===== config.mk =====
export PLATFORM = sky130hd
export DESIGN_NAME = sprite_palette
export DESIGN_NICKNAME = d
export VERILOG_FILES = /design/src/rtl/sprite_palette.sv
export SDC_FILE = /design/constraint.sdc
export NUM_CORES = 2
export LEC_CHECK = 0
export CAP_MARGIN = 30
export CELL_PAD_IN_SITES_DETAIL_PLACEMENT = 0
export CELL_PAD_IN_SITES_GLOBAL_PLACEMENT = 1
export CORE_MARGIN = 5
export CORE_UTILIZATION = 53
export DETAILED_ROUTE_END_ITERATION = 6
export MAX_ROUTING_LAYER = met4
export PLACE_DENSITY_LB_ADDON = 0.1
export SLEW_MARGIN = 25
export SYNTH_ARGS = -nofsm -noshare
export SYNTH_HDL_FRONTEND = slang
export SYNTH_SLANG_ARGS = --single-unit

===== constraint.sdc =====
create_clock -name Clk -period 6.05 [get_ports Clk]
set_input_delay 0.9075 -clock Clk [delete_from_list [all_inputs] [get_ports Clk]]
set_output_delay 0.9075 -clock Clk [all_outputs]
set_load 0.005 [all_outputs]

===== src/rtl/sprite_palette.sv =====
// sprite_palette: multi-palette colour lookup with shadow-staged, frame-atomic updates and hit flash
module sprite_palette #(
    parameter int IDX_W        = 4,
    parameter int NUM_PAL      = 4,
    parameter int CH_W         = 4,
    parameter int TRANSP_IDX   = 0,
    parameter int FLASH_FRAMES = 8,
    localparam int PAL_W       = (NUM_PAL > 1) ? $clog2(NUM_PAL) : 1,
    localparam int RGB_W       = 3 * CH_W
) (
    input  logic             Clk,
    input  logic             Reset_n,
    input  logic             pix_valid,
    input  logic [PAL_W-1:0] pal_sel,
    input  logic [IDX_W-1:0] color_idx,
    input  logic             frame_start,
    input  logic             wr_en,
    input  logic [PAL_W-1:0] wr_pal,
    input  logic [IDX_W-1:0] wr_idx,
    input  logic [RGB_W-1:0] wr_rgb,
    input  logic             flash_trig,
    output logic [CH_W-1:0]  VGA_R,
    output logic [CH_W-1:0]  VGA_G,
    output logic [CH_W-1:0]  VGA_B,
    output logic             out_valid,
    output logic             out_transp,
    output logic             flashing
);
    localparam int ENT = 2 ** IDX_W;
    localparam logic [PAL_W:0]   NP = NUM_PAL[PAL_W:0];
    localparam logic [IDX_W-1:0] TI = TRANSP_IDX[IDX_W-1:0];
    localparam logic [7:0]       FF = FLASH_FRAMES[7:0];

    logic [RGB_W-1:0] active    [NUM_PAL][ENT];
    logic [RGB_W-1:0] shadow    [NUM_PAL][ENT];
    logic [RGB_W-1:0] shadow_nx [NUM_PAL][ENT];
    logic             dirty;
    logic [7:0]       fcnt;
    logic             wr_ok, commit, white;
    logic [PAL_W-1:0] wp, ps;

    // 4-bit base colours widened by repeating each nibble from the MSB down
    function automatic logic [RGB_W-1:0] base(input int e);
        logic [11:0]      n;
        logic [RGB_W-1:0] r;
        n = (e == 0) ? 12'hF00 : (e == 1) ? 12'hFFF : (e == 2) ? 12'hF76 :
            (e == 3) ? 12'h0FB : (e == 4) ? 12'h00A : (e == 5) ? 12'hB0B : 12'hD00;
        r = '0;
        for (int c = 0; c < 3; c++)
            for (int b = 0; b < CH_W; b++)
                r[c*CH_W + CH_W-1-b] = n[c*4 + 3 - (b % 4)];
        return r;
    endfunction

    assign wr_ok    = wr_en && ({1'b0, wr_pal} < NP);
    assign commit   = frame_start && (dirty || wr_ok);
    assign wp       = wr_ok ? wr_pal : '0;
    assign ps       = ({1'b0, pal_sel} < NP) ? pal_sel : '0;
    assign flashing = fcnt != 8'd0;
    assign white    = flashing && fcnt[0];

    // shadow with this cycle's write merged, so a coincident write joins the commit
    always_comb begin
        shadow_nx = shadow;
        if (wr_ok) shadow_nx[wp][wr_idx] = wr_rgb;
    end

    // palette storage: writes land in shadow, whole shadow copied to active on commit
    always_ff @(posedge Clk or negedge Reset_n) begin
        if (!Reset_n) begin
            dirty <= 1'b0;
            for (int p = 0; p < NUM_PAL; p++)
                for (int e = 0; e < ENT; e++) begin
                    shadow[p][e] <= base(e);
                    active[p][e] <= base(e);
                end
        end else begin
            shadow <= shadow_nx;
            dirty  <= !commit && (dirty || wr_ok);
            if (commit) active <= shadow_nx;
        end
    end

    // flash counter: trigger (re)loads and beats the frame decrement
    always_ff @(posedge Clk or negedge Reset_n) begin
        if (!Reset_n) fcnt <= 8'd0;
        else if (flash_trig) fcnt <= FF;
        else if (frame_start && flashing) fcnt <= fcnt - 8'd1;
    end

    // registered lookup: blank, transparent, flash white, then palette colour
    always_ff @(posedge Clk or negedge Reset_n) begin
        if (!Reset_n) begin
            {VGA_R, VGA_G, VGA_B} <= '0;
            out_valid             <= 1'b0;
            out_transp            <= 1'b0;
        end else begin
            out_valid             <= pix_valid;
            out_transp            <= pix_valid && (color_idx == TI);
            {VGA_R, VGA_G, VGA_B} <= (!pix_valid || color_idx == TI) ? '0 :
                                     white ? '1 : active[ps][color_idx];
        end
    end
endmodule


==> summary.txt <==
final WL: 152000 um
total number of vias: 33750
FF-to-FF path depth: 6
Synth area leaders: dfrtp_1 38%, dfstp_2 23%, mux2_2 22%, mux2_1 5.1%, mux4_2 4.9%
layout cells sized above 1: 0.559
Synth top cells by count: 1255 x mux2_2, 999 x dfrtp_1, 560 x dfstp_2, 293 x mux2_1, 215 x clkbuf_1
1st-pass router iterations: 5
fin. max-slew vios: 0
warnings from Yosys: 0
Final Power: 26.7 mW
Core ar.: 0.122 mm2
main flop type after synthesis: dfrtp_1
H-tree levels: 4
Via density: 5.80
wire per inst: 26.1 um
Die Y: 361 um
gr ovfl total: 0
Initial DRC Count: 1973
f_max: 0.285 GHz
cells after synthesis: 4067
Synth top area share: 0.384
Rel. slew slack: 0.260
P per Cell Area: 367 mW/mm2
CTS max path bufs: 3
status: complete, no violations
worst min path class: in -> async
Util after Layout: 0.597
largest net degree at the start of global routing: 174
Clock Tree Root: clkbuf_16
Tcrit/Tclk final: 0.579
Critical path origin: wr_en
Distinct cells, synth: 48
I/O pins: 45
final hold violations: 0
synth-to-layout area growth: 11.8%
post-place setup slack: 1.77 ns
Post-synth ARST share: 1.00
most frequent cell after synthesis: mux2_2
nets@finish: 4080
Least-Margin Pin Slew: 1.11 ns
Seq/Total Area, Yosys: 0.610
gr usage total: 0.244
first-pass GRT wire length: 234000 um
I/O Buffers: 44
Sum Neg Setup Slack: 0 ns
Final WS setup: 2.54 ns
Clock transition at path regs: 0.06 ns
sequential cell area: 0.0397 mm2
Post-DRT Antenna Nets: 0
Worst Clk Skew: 0.0220 ns
R2R Setup Slk: 2.89 ns
GPL Wtd Cong: 0.820
Multi-input gate area: 0.0241 mm2
RSZ-0062 raised after global routing: false
Yosys top cell by area: dfrtp_1
worst skew pair latency: 0.77 ns
Setup Buffers After CTS: 0
clock sinks: 1559
synthesized flop and latch total: 1559
CP Capture Point: active[457]
total CTS buffers: 164
setup violators final: 0
HPWL after DPL: 92300 um
Setup crit start kind: primary input
worst path arrival time: 4.15 ns
Die ar.: 0.130 mm2
initial antenna violation count: 9
syn_nets: 4098
EDFF count, synth: 0
FF-to-FF Start: fcnt[2]
crit path capture type: flip-flop
Post-Syn Area per Cell: 16.0 um2
crit path time final: 3.51 ns
Required @ worst endpoint: 6.69 ns
Residual DRC: 0
worst setup path class: in -> reg
Initial Utilization: 0.534
number of global-route vias before repair: 35797
post_cts resized: 0
FP Rows: 128
maximum VDD drop: 0.000313 V
CTS Hold Buffers Added: 0
critical path peak fanout: 12
leakage: 33.2 nW
CTS tree: done
mapped cell area: 0.0651 mm2
chip width: 361 um
worst reg2reg endpoint: VGA_G[2]
fillers: 9510
MaxCap Viol Count: 0
[where the power goes]
group / switching, mW / total [mW] / internal [mW]
logic: 1.71 / 3.52 / 1.82
registers: 0.627 / 13.1 / 12.5
clock network: 4.05 / 10.1 / 6.04
total: 6.38 / 26.7 / 20.3
[per-layer routing]
layer,GRT usage,vias to the layer above,wire [um]
met4,0.0666,0,3820
met1,0.350,18314,72200
met3,0.0398,219,5650
met2,0.368,512,70400
met5,-,-,0
li1,-,14705,-
[placed cells by master, fill, tap and decap left out, types with 8 or more instances in the layout]
| master | instances |
|---|---|
| nor4_1 | 12 |
| buf_4 | 57 |
| nand2b_1 | 8 |
| mux2i_1 | 142 |
| mux2_2 | 1255 |
| clkbuf_1 | 50 |
| mux2_1 | 293 |
| a22oi_1 | 50 |
| buf_12 | 27 |
| nand2_1 | 79 |
| clkbuf_16 | 169 |
| o21ai_0 | 15 |
| clkinv_2 | 24 |
| nand3_1 | 28 |
| clkbuf_8 | 43 |
| nor2_1 | 48 |
| o211ai_1 | 10 |
| dfrtp_1 | 999 |
| a22o_1 | 8 |
| a21oi_1 | 8 |
| clkdlybuf4s50_1 | 27 |
| mux4_2 | 143 |
| a211oi_1 | 25 |
| bufinv_16 | 9 |
| dfstp_2 | 560 |
| buf_2 | 13 |
[critical path: stages]
cell and delay, ns:
clkdlybuf4s50_1 0.67, and3b_1 0.93, nand2_1 0.83, mux2_2 0.52
mux2_2 0.26
[registers in the layout, summed over array words and instances (netlist names)]
register and flops:
fcnt 8, out_valid 1, VGA_G 4, active 768, dirty 1, VGA_R 4
shadow 768, VGA_B 4, out_transp 1
[kinds of logic after synthesis]
family | count (synthesis) | share of synthesized area
xor gates and xnor gates | 7 | 0.000941
buffers and inverters | 324 | 0.0210
DFF | 1559 | 0.610
AOI/OAI and AO/OA | 128 | 0.0140
and+or+nand+nor | 215 | 0.0154
adders and majority gates | 1 | 0.000192
muxes | 1833 | 0.339
[cell type report]
| class | count | share of cell area |
|---|---|---|
| sequential | 1559 | 0.545 |
| multi-input combinational | 2184 | 0.331 |
| clock buffer | 262 | 0.0688 |
| tap | 1625 | 0.0279 |
| timing repair buffer | 135 | 0.0206 |
| clock inverter | 40 | 0.00618 |
| inverter | 5 | 0.000258 |
| antenna | 7 | 0.000240 |
[how the worst min path moves through the flow]
stage                              to  slack [ns]  depth (start not counted)
after floorplan            shadow[14]        0.45                          1
after global placement    shadow[402]        0.46                          1
after detailed placement   shadow[50]        0.47                          1
after CTS                 active[326]        0.13                          1
after global routing      active[326]        0.14                          1
final                     active[326]        0.11                          1
[stage by stage]
stage               hold slack, ns  area, um2  instances
floorplan                    0.451      65100       4067
global placement             0.460      67200       5502
detailed placement           0.466      67300       5506
CTS                          0.131      72800       5808
global route                 0.140      72800       5814
finish                       0.107      72800       5817
(Power assumes the default switching activity.)
